$ cat src/rtl/gpu_cmd_dispatch.sv
// rtl/gpu_cmd_dispatch.sv - in-order multi-channel GPU command issue unit with barrier
module gpu_cmd_dispatch #(
  parameter int CMD_W = 3,
  parameter int ARG_W = 16,
  parameter int DEPTH = 4,
  parameter int NUM_CH = 2,
  parameter logic [CMD_W-1:0] BARRIER_CODE = {CMD_W{1'b1}},
  localparam int CH_W = (NUM_CH > 1) ? $clog2(NUM_CH) : 1,
  localparam int PTR_W = $clog2(DEPTH),
  localparam int CNT_W = $clog2(DEPTH) + 1
) (
  input  logic                    Clk,
  input  logic                    Reset_n,
  input  logic                    cmd_valid,
  input  logic [CMD_W-1:0]        cmd_code,
  input  logic [ARG_W-1:0]        cmd_arg,
  input  logic [CH_W-1:0]         cmd_ch,
  output logic                    cmd_ready,
  output logic [NUM_CH*CMD_W-1:0] ch_command,
  output logic [NUM_CH*ARG_W-1:0] ch_arg,
  output logic [NUM_CH-1:0]       ch_command_ready,
  input  logic [NUM_CH-1:0]       ch_command_received,
  input  logic [NUM_CH-1:0]       ch_done,
  output logic                    barrier_done,
  output logic [CNT_W-1:0]        fifo_count,
  output logic                    idle,
  output logic                    proto_err
);

  typedef enum logic [1:0] {CH_IDLE, CH_ISSUE, CH_RUN} ch_state_t;

  localparam logic [CH_W:0] NUM_CH_L = NUM_CH[CH_W:0];

  ch_state_t        ch_state     [NUM_CH];
  ch_state_t        ch_state_nxt [NUM_CH];
  logic [CMD_W-1:0] ch_code_q    [NUM_CH];
  logic [ARG_W-1:0] ch_arg_q     [NUM_CH];

  logic [CMD_W-1:0] fifo_code [DEPTH];
  logic [ARG_W-1:0] fifo_arg  [DEPTH];
  logic [CH_W-1:0]  fifo_ch   [DEPTH];
  logic [PTR_W-1:0] rd_ptr, wr_ptr;

  logic             head_bar, all_idle, head_ch_idle;
  logic             bad_ch, push, pop;
  logic [CH_W-1:0]  head_ch;
  logic [NUM_CH-1:0] issue_vec, idle_err;

  assign cmd_ready = (fifo_count != CNT_W'(DEPTH));
  assign head_bar  = (fifo_code[rd_ptr] == BARRIER_CODE);
  assign head_ch   = fifo_ch[rd_ptr];
  assign bad_ch    = (cmd_code != BARRIER_CODE) && ({1'b0, cmd_ch} >= NUM_CH_L);
  assign push      = cmd_valid && cmd_ready && !bad_ch;
  assign pop       = (fifo_count != '0) && (head_bar ? all_idle : head_ch_idle);
  assign idle      = (fifo_count == '0) && all_idle;

  // Summarise channel occupancy for the head-of-queue pop decision
  always_comb begin
    all_idle     = 1'b1;
    head_ch_idle = 1'b0;
    issue_vec    = '0;
    idle_err     = '0;
    for (int i = 0; i < NUM_CH; i++) begin
      if (ch_state[i] != CH_IDLE) all_idle = 1'b0;
      if (head_ch == CH_W'(i) && ch_state[i] == CH_IDLE) head_ch_idle = 1'b1;
      issue_vec[i] = pop && !head_bar && (head_ch == CH_W'(i));
      idle_err[i]  = (ch_state[i] == CH_IDLE) && (ch_done[i] || ch_command_received[i]);
    end
  end

  // Queue storage; contents are only meaningful between the pointers
  always_ff @(posedge Clk) begin
    if (push) begin
      fifo_code[wr_ptr] <= cmd_code;
      fifo_arg[wr_ptr]  <= cmd_arg;
      fifo_ch[wr_ptr]   <= cmd_ch;
    end
  end

  // Queue pointers and occupancy; a pop never frees room for a same-cycle push
  always_ff @(posedge Clk) begin
    if (!Reset_n) begin
      rd_ptr     <= '0;
      wr_ptr     <= '0;
      fifo_count <= '0;
    end else begin
      if (push) wr_ptr <= wr_ptr + 1'b1;
      if (pop)  rd_ptr <= rd_ptr + 1'b1;
      case ({push, pop})
        2'b10:   fifo_count <= fifo_count + 1'b1;
        2'b01:   fifo_count <= fifo_count - 1'b1;
        default: fifo_count <= fifo_count;
      endcase
    end
  end

  // Channel state register
  always_ff @(posedge Clk) begin
    if (!Reset_n) begin
      for (int i = 0; i < NUM_CH; i++) ch_state[i] <= CH_IDLE;
    end else begin
      for (int i = 0; i < NUM_CH; i++) ch_state[i] <= ch_state_nxt[i];
    end
  end

  // Channel next-state: issue on pop, run after receipt, idle on done
  always_comb begin
    for (int i = 0; i < NUM_CH; i++) begin
      ch_state_nxt[i] = ch_state[i];
      case (ch_state[i])
        CH_IDLE:  if (issue_vec[i]) ch_state_nxt[i] = CH_ISSUE;
        CH_ISSUE: if (ch_command_received[i]) ch_state_nxt[i] = ch_done[i] ? CH_IDLE : CH_RUN;
        CH_RUN:   if (ch_done[i]) ch_state_nxt[i] = CH_IDLE;
        default:  ch_state_nxt[i] = CH_IDLE;
      endcase
    end
  end

  // Channel outputs decoded from registered state; idle channels show the no-op code
  always_comb begin
    ch_command       = '0;
    ch_arg           = '0;
    ch_command_ready = '0;
    for (int i = 0; i < NUM_CH; i++) begin
      ch_command_ready[i] = (ch_state[i] == CH_ISSUE);
      ch_command[i*CMD_W +: CMD_W] = (ch_state[i] == CH_IDLE) ? BARRIER_CODE : ch_code_q[i];
      ch_arg[i*ARG_W +: ARG_W]     = (ch_state[i] == CH_IDLE) ? '0 : ch_arg_q[i];
    end
  end

  // Latch the popped command into its channel so it stays stable while issued
  always_ff @(posedge Clk) begin
    if (!Reset_n) begin
      for (int i = 0; i < NUM_CH; i++) begin
        ch_code_q[i] <= BARRIER_CODE;
        ch_arg_q[i]  <= '0;
      end
    end else begin
      for (int i = 0; i < NUM_CH; i++) begin
        if (issue_vec[i]) begin
          ch_code_q[i] <= fifo_code[rd_ptr];
          ch_arg_q[i]  <= fifo_arg[rd_ptr];
        end
      end
    end
  end

  // Barrier retirement pulse and sticky protocol error
  always_ff @(posedge Clk) begin
    if (!Reset_n) begin
      barrier_done <= 1'b0;
      proto_err    <= 1'b0;
    end else begin
      barrier_done <= pop && head_bar;
      if ((|idle_err) || (cmd_valid && cmd_ready && bad_ch)) proto_err <= 1'b1;
    end
  end

endmodule

$ cat config.mk
export PLATFORM = sky130hd
export DESIGN_NAME = gpu_cmd_dispatch
export DESIGN_NICKNAME = d
export VERILOG_FILES = /design/src/rtl/gpu_cmd_dispatch.sv
export SDC_FILE = /design/constraint.sdc
export NUM_CORES = 1
export LEC_CHECK = 0
export BUFFER_PORTS_ARGS = -buffer_cell sky130_fd_sc_hd__buf_2
export CAP_MARGIN = 0
export CORE_AREA = 2 2 113 115
export DETAILED_ROUTE_END_ITERATION = 10
export DIE_AREA = 0 0 115 117
export GPL_TIMING_DRIVEN = 0
export PLACE_DENSITY = 0.65
export SYNTH_ARGS = -nofsm -noshare
export SYNTH_HDL_FRONTEND = slang
export SYNTH_SLANG_ARGS = --single-unit
$ cat constraint.sdc
create_clock -name Clk -period 2.6 [get_ports Clk]
set_clock_uncertainty 0.2 [all_clocks]
set_input_delay 0.26 -clock Clk [delete_from_list [all_inputs] [get_ports Clk]]
set_output_delay 0.26 -clock Clk [all_outputs]
set_load 0.05 [all_outputs]
==> results.md <==
* Status: complete, but fails checks
* Failing checks: negative setup slack
* Antenna violations before repair at 0
* Placed cells at roughly 520
* Combinational fraction of design power at approximately 33%
* Hold Vio Cnt, Final at 0
* Commonest non-fill, non-tap cell in the layout: edfxtp_1
* Ranking of synthesized cells by area: edfxtp_1 66%, mux4_1 7.8%, dfxtp_1 5.6%
* CTS H-tree depth at 4
* Final-report max-slew violation count at 0
* Final GP Congestion at 0.6644
* Clock network fraction of total power at 28.3%
* Commonest cells after routing, fill and taps aside: 118 x edfxtp_1, 73 x buf_2, 36 x nor2b_1
* Largest net degree at the start of global routing at 21
* Vias at approximately 2900
* Routed wire length at between 9 and 10 mm
* Area share of the leading cell type in the synthesized netlist at between 60% and 70%
* Starting Density at a little over two fifths
* Hold WS at 29.79 ps
* Row count at 41
* Kind of critical path: flip-flop to flip-flop
* Die Y at between 100 and 150 um
* Register area share after synthesis at between 70% and 80%
* Fin crit share at 103.1%
* Clock slew at reported path FFs at approximately 50 ps
* Top achievable clock speed at 373.0 MHz
* DR DRC count at 0
* Seq pwr share at between 30% and 40%
* I/O pin cnt at between 70 and 80
* Area of the core at roughly 12000 sq um
* WP data required at about 2700 ps
* Max-slew headroom at between 20% and 30%
* Dominant cell type by area after synthesis: edfxtp_1
* Die ar. at 13460 sq um
* Horiz. Die Dim at around 120 um
* Number of antenna-violating nets in the routed design at 0
* Syn Nets at approximately 330
* Initial DRC Count at approximately 160
* Power Density at 1113 nW/um^2
* CP Capture Type: flip-flop
* Worst-Margin Slew at roughly 1100 ps
* Vias per cell at slightly below 5
* Vias in the first global route at about 2800
* Final setup vio count at 1
* Dpl hpwl at approximately 6.1 mm
* Clock Sinks at between 100 and 150
* Critical path peak fanout at 6
* Finished Core Util at between 50% and 60%
* Hold crit path type: input port to flip-flop
* Fin cells at approximately 580
* Drt first pass iters at 4
* Routed length per instance at ~16 um
* Area delta synth->final at 27.05%
* Post-Syn Area per Cell at ~18 sq um
* Clock Tree Root: clkbuf_16
* Ys flop type: edfxtp_1
* Final setup margin at -81.06 ps
* Min cycle time layout at 2681 ps
* Max_cap viols at 0
* Port bufs at 73
* Async SR Flop Fraction at 0%
* Post-Syn Instances at just under 300
* Switching power at about 2.5 mW
* Total grt overflow at 0
* First-pass GRT wire length at 14.64 mm
* Distinct cell type count after synthesis at 40
* CP arrival at ~2800 ps
* N_diodes at 0
* Switching part of the total at about 32%
* Post-route total power at about 7.6 mW
* Peak VDD IR at between 400 and 500 uV
* Final net count at between 400 and 500
* Yosys warning count at 0
* Gr usage total at roughly 15%
* Post-synth EDFFs at between 100 and 150
* Post-Syn Area at ~5400 sq um
* Yosys reg bits at between 100 and 150
* Num CTS Buffers at 17
* Max clock buf depth at 2
* Int Pwr at ~5.1 mW
* Worst reg-to-reg setup slack at -80 ps
* Leakage power at 2.517 nW
* CTS tree: done
* Unrepaired setup endpoints after global routing: yes
* Setup crit start kind: flip-flop
* Clk Latency, worst-skew pair at just over 400 ps
* Layout cells sized above 1 at a little under two fifths
## power groups by stage
stage / registers, mW / clock network [mW] / logic (mW)
floorplan: 3.04 / 0 / 1.71
global route: 3.00 / 2.28 / 2.66
detailed placement: 3.00 / 0 / 2.28
CTS: 2.97 / 2.19 / 2.49
finish: 2.96 / 2.15 / 2.47
global placement: 2.99 / 0 / 2.26
## critical path, stage by stage, from the launching register on
cell	delay [ps]
dfxtp_4	360
buf_12	120
mux4_2	550
nand3_4	110
o211a_4	180
ha_4	140
inv_2	30
fa_2	320
xor2_1	160
or3_1	310
a21boi_1	110
## layer usage
layer  vias up  GRT usage, %  part of all wire (%)
met1      1394         19.10                    44
met4         0         5.301                   1.4
met5         -             0                     0
met2        79         23.88                    49
li1       1367             -                     -
met3        12         5.613                   6.2
## sequential cells by signal (all words and copies together), names as in the netlist, named ones only
register and flops:
proto_err 1, fifo_count 3, fifo_ch 4, ch_state 4, ch_code_q 6, ch_arg_q 32, rd_ptr 2, fifo_code 12
barrier_done 1, wr_ptr 2, fifo_arg 64
## stage by stage
step                      area [sq um]  worst slack, ps  TNS, ps
after floorplan                   5366           -151.0   -163.9
after global placement            5919           -337.3    -3637
after detailed placement          5919           -371.7    -3426
after CTS                         6807           -94.21    -1437
after global routing              6810           -200.2   -200.2
final                             6810           -81.06   -81.06
## cell usage after synthesis (all sizes together), types with 3 or more instances
cell type and n:
nor2 3, and2 4, and2b 6, buf 3
mux2i 4, nand2b 4, a21boi 4, nand2 9
dfxtp 15, o21ai 4, clkbuf 8, edfxtp 118
ha 5, and3 4, mux4 20, nor2b 46
or2 9, inv 6
## final timing paths
| path | end | cells after the start | start |
|---|---|---|---|
| worst max register to register | fifo_count[2] | 10 | flip-flop |
| worst max-delay path | fifo_count[2] | 10 | flip-flop |
| worst min-delay path | flip-flop | 3 | Reset_n |
| worst min register to register | proto_err | 1 | proto_err |
## cell type report
class | instances | area (sq um)
tap | 150 | 187.7
clock buffer | 17 | 425.4
inverter | 6 | 22.52
multi-input combinational | 144 | 1440
clock inverter | 14 | 113.9
timing repair buffer | 106 | 678.2
buffer | 11 | 93.84
sequential | 133 | 3849
fill | 983 | 5502
## what timing repair did
item / in CTS / in global routing
hold endpoints to repair: 85 / 0
pin swaps: 2 / 0
gates cloned: 0 / 0
gates resized for setup: 7 / 3
hold buffers: 26 / 0
endpoints found under the setup margin: 40 / 21
setup buffers: 7 / 0
## cell families after synthesis
family                   share of synthesized area (%)
flip-flops                                       71.71
buffers and inverters                            1.984
AND/OR/NAND/NOR                                  12.14
adder cells (fa/ha/maj)                          1.541
AO/OA/AOI/OAI                                    1.657
XOR/XNOR                                        0.4903
multiplexers                                     10.48
No activity file was read; power rests on OpenSTA's default activity.
